`src/rtl/countdown_pkg.sv`:
```
// Shared types and step classifier for the countdown monitor.
// COUNTDOWN_MONITOR_HOLD_EN makes a repeated value a legal hold step.
package countdown_pkg;

  typedef enum logic [1:0] {
    StIdle,
    StAcquire,
    StLocked,
    StFault
  } state_e;

  typedef enum logic [1:0] {
    StepLegal,
    StepReload,
    StepBad,
    StepHold
  } step_e;

  // Values are zero-extended to 32 bits; n is the real bus width (1..31).
  function automatic step_e classify_step(input logic [31:0] prev, input logic [31:0] cur,
                                          input int unsigned n);
    logic [63:0] mask;
    logic [31:0] max_val;
    logic [31:0] exp_val;
    mask    = (64'd1 << n) - 64'd1;
    max_val = mask[31:0];
    exp_val = (prev - 32'd1) & max_val;
    if (cur == exp_val) begin
      return StepLegal;
    end
`ifdef COUNTDOWN_MONITOR_HOLD_EN
    if (cur == prev) begin
      return StepHold;
    end
`endif
    // For n=1 this also catches 1 -> 1, which is deliberately a reload.
    if ((cur == max_val) && (prev != 32'd0)) begin
      return StepReload;
    end
    return StepBad;
  endfunction

endpackage

```
`src/rtl/countdown_sat_counter.sv`:
```
// Saturating up-counter used for the wrap and fault event counts.
module countdown_sat_counter #(
  parameter int unsigned W = 8
) (
  input  logic         i_clk,
  input  logic         i_reset_n,
  input  logic         i_inc,
  input  logic         i_clr,
  output logic [W-1:0] o_q
);

  logic [W-1:0] r_q;

  always_ff @(posedge i_clk or negedge i_reset_n) begin
    if (!i_reset_n) begin
      r_q <= '0;
    end else if (i_clr) begin
      r_q <= '0;
    end else if (i_inc && (r_q != {W{1'b1}})) begin
      r_q <= r_q + W'(1);
    end
  end

  assign o_q = r_q;

endmodule

```
`src/rtl/countdown_monitor.sv`:
```
// Locks onto a free-running countdown bus and reports wraps, reloads and faults.
// Define COUNTDOWN_MONITOR_HOLD_EN to accept repeated values as hold steps.
module countdown_monitor
  import countdown_pkg::*;
#(
  parameter int unsigned N        = 4,
  parameter int unsigned CNT_W    = 8,
  parameter int unsigned LOCK_CNT = 2
) (
  input  logic             i_clk,
  input  logic             i_reset_n,
  input  logic [N-1:0]     i_count_in,
  input  logic             i_sample_en,
  output logic             o_locked,
  output logic             o_terminal,
  output logic             o_reload,
  output logic             o_error,
  output logic [CNT_W-1:0] o_wrap_count,
  output logic [CNT_W-1:0] o_err_count
);

  localparam int unsigned GOOD_W = (LOCK_CNT < 1) ? 1 : $clog2(LOCK_CNT + 1);

  state_e              r_state, w_state_next;
  logic [N-1:0]        r_prev;
  logic [GOOD_W-1:0]   r_good, w_good_next, w_good_inc;
  logic                r_terminal, w_terminal_next;
  logic                r_reload, w_reload_next;
  logic                r_error, w_error_next;
  logic                w_wrap_inc, w_err_inc;
  step_e               w_step;

  assign w_step     = classify_step(32'(r_prev), 32'(i_count_in), N);
  assign w_good_inc = r_good + GOOD_W'(1);

  always_comb begin
    w_state_next    = r_state;
    w_good_next     = r_good;
    w_terminal_next = 1'b0;
    w_reload_next   = 1'b0;
    w_error_next    = r_error;
    w_wrap_inc      = 1'b0;
    w_err_inc       = 1'b0;
    if (i_sample_en) begin
      unique case (r_state)
        StIdle: begin
          w_state_next = StAcquire;
          w_good_next  = '0;
        end
        StAcquire, StFault: begin
          unique case (w_step)
            StepLegal: begin
              w_good_next = w_good_inc;
              if (w_good_inc >= GOOD_W'(LOCK_CNT)) begin
                w_state_next = StLocked;
              end
            end
            StepHold:   ;
            StepReload: w_good_next = '0;
            StepBad: begin
              w_good_next = '0;
              // Faults only count once the sequence has been trusted.
              if (r_state == StFault) begin
                w_err_inc = 1'b1;
              end
            end
            default:    ;
          endcase
        end
        StLocked: begin
          unique case (w_step)
            StepLegal: begin
              if (r_prev == '0) begin
                w_terminal_next = 1'b1;
                w_wrap_inc      = 1'b1;
              end
            end
            StepHold:   ;
            StepReload: w_reload_next = 1'b1;
            StepBad: begin
              w_state_next = StFault;
              w_error_next = 1'b1;
              w_err_inc    = 1'b1;
              w_good_next  = '0;
            end
            default:    ;
          endcase
        end
        default: w_state_next = StIdle;
      endcase
    end
  end

  always_ff @(posedge i_clk or negedge i_reset_n) begin
    if (!i_reset_n) begin
      r_state    <= StIdle;
      r_prev     <= '0;
      r_good     <= '0;
      r_terminal <= 1'b0;
      r_reload   <= 1'b0;
      r_error    <= 1'b0;
    end else begin
      r_state    <= w_state_next;
      r_good     <= w_good_next;
      r_terminal <= w_terminal_next;
      r_reload   <= w_reload_next;
      r_error    <= w_error_next;
      if (i_sample_en) begin
        r_prev <= i_count_in;
      end
    end
  end

  countdown_sat_counter #(
    .W (CNT_W)
  ) u_wrap_cnt (
    .i_clk     (i_clk),
    .i_reset_n (i_reset_n),
    .i_inc     (w_wrap_inc),
    .i_clr     (1'b0),
    .o_q       (o_wrap_count)
  );

  countdown_sat_counter #(
    .W (CNT_W)
  ) u_err_cnt (
    .i_clk     (i_clk),
    .i_reset_n (i_reset_n),
    .i_inc     (w_err_inc),
    .i_clr     (1'b0),
    .o_q       (o_err_count)
  );

  assign o_locked   = (r_state == StLocked);
  assign o_terminal = r_terminal;
  assign o_reload   = r_reload;
  assign o_error    = r_error;

endmodule

```
`config.mk`:
```
export PLATFORM = sky130hd
export DESIGN_NAME = countdown_monitor
export DESIGN_NICKNAME = d
export VERILOG_FILES = /design/src/rtl/countdown_pkg.sv /design/src/rtl/countdown_sat_counter.sv /design/src/rtl/countdown_monitor.sv
export SDC_FILE = /design/constraint.sdc
export NUM_CORES = 1
export LEC_CHECK = 0
export CAP_MARGIN = 20
export CORE_UTILIZATION = 45
export DETAILED_ROUTE_END_ITERATION = 8
export GPL_TIMING_DRIVEN = 0
export PLACE_DENSITY = 0.71
export SYNTH_ARGS = -nofsm -noshare
export SYNTH_HDL_FRONTEND = slang
export SYNTH_SLANG_ARGS = --single-unit
```
`constraint.sdc`:
```
create_clock -name i_clk -period 4.95 [get_ports i_clk]
set_input_delay 0.99 -clock i_clk [delete_from_list [all_inputs] [get_ports i_clk]]
set_output_delay 0.99 -clock i_clk [all_outputs]
set_load 0.02 [all_outputs]
```
==> results.ini <==
[clocking]
post_cts_buffers=0
clock-sinks=27
htreeDepth=1
cts_buffer_depth=2
ctsResizeCount=0
cts_tree=done
cts_root_buf=clkbuf_4
path_clk_slew_ns=0.16
clk_latency_ns=0.33
numCtsBuffers=3
ctsHoldBuffers=0

[worst_setup_path]
startpoint_type=flop
path_max_fanout=4
worstPathArrival_ns=1.69
cp-end-kind=output pin
critPathKind=flop to output pin
worstPathRequired_ns=3.96

[synthesis]
synth_top_flop_cell=dfrtp_1
syn_area_per_cell_sq_um=11.4
synth_cell_types=32
ys_warn_count=0
synth_area_leaders=dfrtp_1 (51%), xor2_1 (6.6%), xnor2_1 (4.6%), mux2_2 (3.4%), ha_1 (2.8%)
synth_nets=127
ys_seq_area_frac=0.508
syn_area_sq_um=1330
ys_seq_elements=27
synth_top_area_frac=0.508
synth-edff-count=0
async_reset_ff_frac=1.00
yosys.area.top_type=dfrtp_1
synthCells=117

[drt]
wire_per_inst_microns=13.4
drc=0
vias=978
antenna_left=0
drt_wl_total_mm=2.39
first_iter_violations=25
drt-pass1-iter-count=4
vias_per_cell=5.46

[global_routing]
overflow=0
grt_pass1_wl_mm=4.44
grt_max_degree=20
track_usage=0.174
antenna_found_initial=0
grt_pass1_vias=982

[floorplan]
rows=19
die_h_microns=56.4
die_area_sq_um=3180
initial_utilization=0.479
chipWidth_microns=56.4
core-area_sq_um=2780
io_pins=27

[status]
outcome=completed

[final_layout]
drive_above_1_share=0.108
n_fill_cell=232
nNetsFinal=159
multiInputGateArea_sq_um=633
synthToLayoutAreaGrowth_pct=26.6
n_antenna_cell=0
regArea_sq_um=676

[timing]
relSlewSlack=0.656
fin_crit_sh=0.542
fin_worst_hold_slack_ns=0.497
period_needed_ns=2.68
finalSetupTns_ns=0
tightest_slew_ns=0.514
rsz0062_at_grt=no
slew_viol_final=0
final_hold_viol_count=0
max_freq_ghz=0.372
fin_worst_skew_ns=0.0176
setup_viol=0

[power]
peakVddDrop_uv=393
p_leak_nw=0.729
p_per_area_nw_per_um2=323

[hold_path]
min-delay-path-class=flop to flop

[placed_design]
port_buffers=26
finalWeightedCongestion=0.792
hpwl_mm=1.87

[flow_run]
cap_violations=0

## synthesized netlist by cell type (2+ instances only)
cell	instances
nand3_1	7
nand4_1	5
nor3_1	5
and3_1	2
nor2_1	3
ha_1	3
o21ai_0	4
xor2_1	10
inv_1	5
o21a_1	2
nor4_1	4
mux2_2	4
xnor2_1	7
nand2b_1	2
a21boi_0	3
nand2_1	9
dfrtp_1	27
## state kept, by name, indices dropped and copies added (netlist names)
signal          flops
u_wrap_cnt.o_q      8
o_terminal          1
r_good              2
o_error             1
o_reload            1
u_err_cnt.o_q       8
r_state             2
r_prev              4
## routing by layer
layer / share of wire / track usage
met1: 0.51 / 0.255
met3: 0.034 / 0.0438
met2: 0.45 / 0.269
met5: 0 / 0
met4: 0.0071 / 0.0209
## stage by stage
| step | power (mW) | setup WS (ns) | utilization | std cells | cell area [sq um] |
|---|---|---|---|---|---|
| floorplan | 0.383 | 2.55 | - | 117 | 1330 |
| global placement | 0.446 | 1.97 | 0.586 | 174 | 1630 |
| detailed placement | 0.455 | 1.96 | 0.596 | 175 | 1660 |
| CTS | 0.553 | 2.25 | 0.606 | 179 | 1690 |
| global route | 0.577 | 2.18 | 0.606 | 179 | 1690 |
| finish | 0.544 | 2.27 | 0.606 | 179 | 1690 |
## cell usage in the layout (no fill, tap or decap), drive strengths merged
cell / count
clkinv: 1
nor3: 6
clkbuf: 4
and3: 2
xnor3: 1
dfrtp: 27
a31o: 1
mux2: 4
o21ai: 5
clkdlybuf4s50: 26
nor2: 3
o21bai: 1
nor2b: 1
nor4b: 1
nor4: 5
nand3: 8
nand2: 9
or2: 1
o211ai: 1
ha: 3
xnor2: 8
xor2: 10
inv: 5
a21boi: 3
nor3b: 1
o21a: 2
buf: 1
nand4b: 1
nand2b: 2
nand4: 5
## cells by family after synthesis
kind of cell,Yosys count,share of synthesized area
compound gates,13,0.0733
mux,4,0.0338
xor+xnor,19,0.141
simple gates,45,0.199
fa+ha+maj,3,0.0282
flops,27,0.508
buf+inv,6,0.0169
## worst max-delay path, cell delays in order (launching register included)
cell and delay, ns:
dfrtp_1 0.42, nor2b_1 0.29, clkdlybuf4s50_1 0.66
## report_power, final
part / internal [mW] / total, mW / switching [mW]
logic: 0.0819 / 0.166 / 0.0840
clock network: 0.0303 / 0.0952 / 0.0649
registers: 0.250 / 0.283 / 0.0333
## area by class of cell
type                       instances  area share
inverter                           5      0.0111
tap                               31      0.0230
buffer                             1     0.00223
clock inverter                     1     0.00297
clock buffer                       3      0.0134
multi-input combinational         84       0.376
timing repair buffer              27       0.171
sequential                        27       0.401
## worst paths after layout
path / from / to / slack (ns) / cells after the start
worst max-delay path: r_state[1]$_DFFE_PN0P_ / o_locked / 2.27 / 2
min in group asynchronous: i_reset_n / r_prev[1]$_DFFE_PN0P_ / 0.98 / 1
worst min register to register: u_err_cnt.o_q[6]$_DFFE_PN0P_ / u_err_cnt.o_q[6]$_DFFE_PN0P_ / 0.50 / 1
worst max register to register: r_prev[0]$_DFFE_PN0P_ / u_wrap_cnt.o_q[1]$_DFFE_PN0P_ / 2.84 / 6
worst min-delay path: u_err_cnt.o_q[6]$_DFFE_PN0P_ / u_err_cnt.o_q[6]$_DFFE_PN0P_ / 0.50 / 1
max in group asynchronous: i_reset_n / r_state[0]$_DFFE_PN0P_ / 3.49 / 2
(Power assumes the default switching activity.)
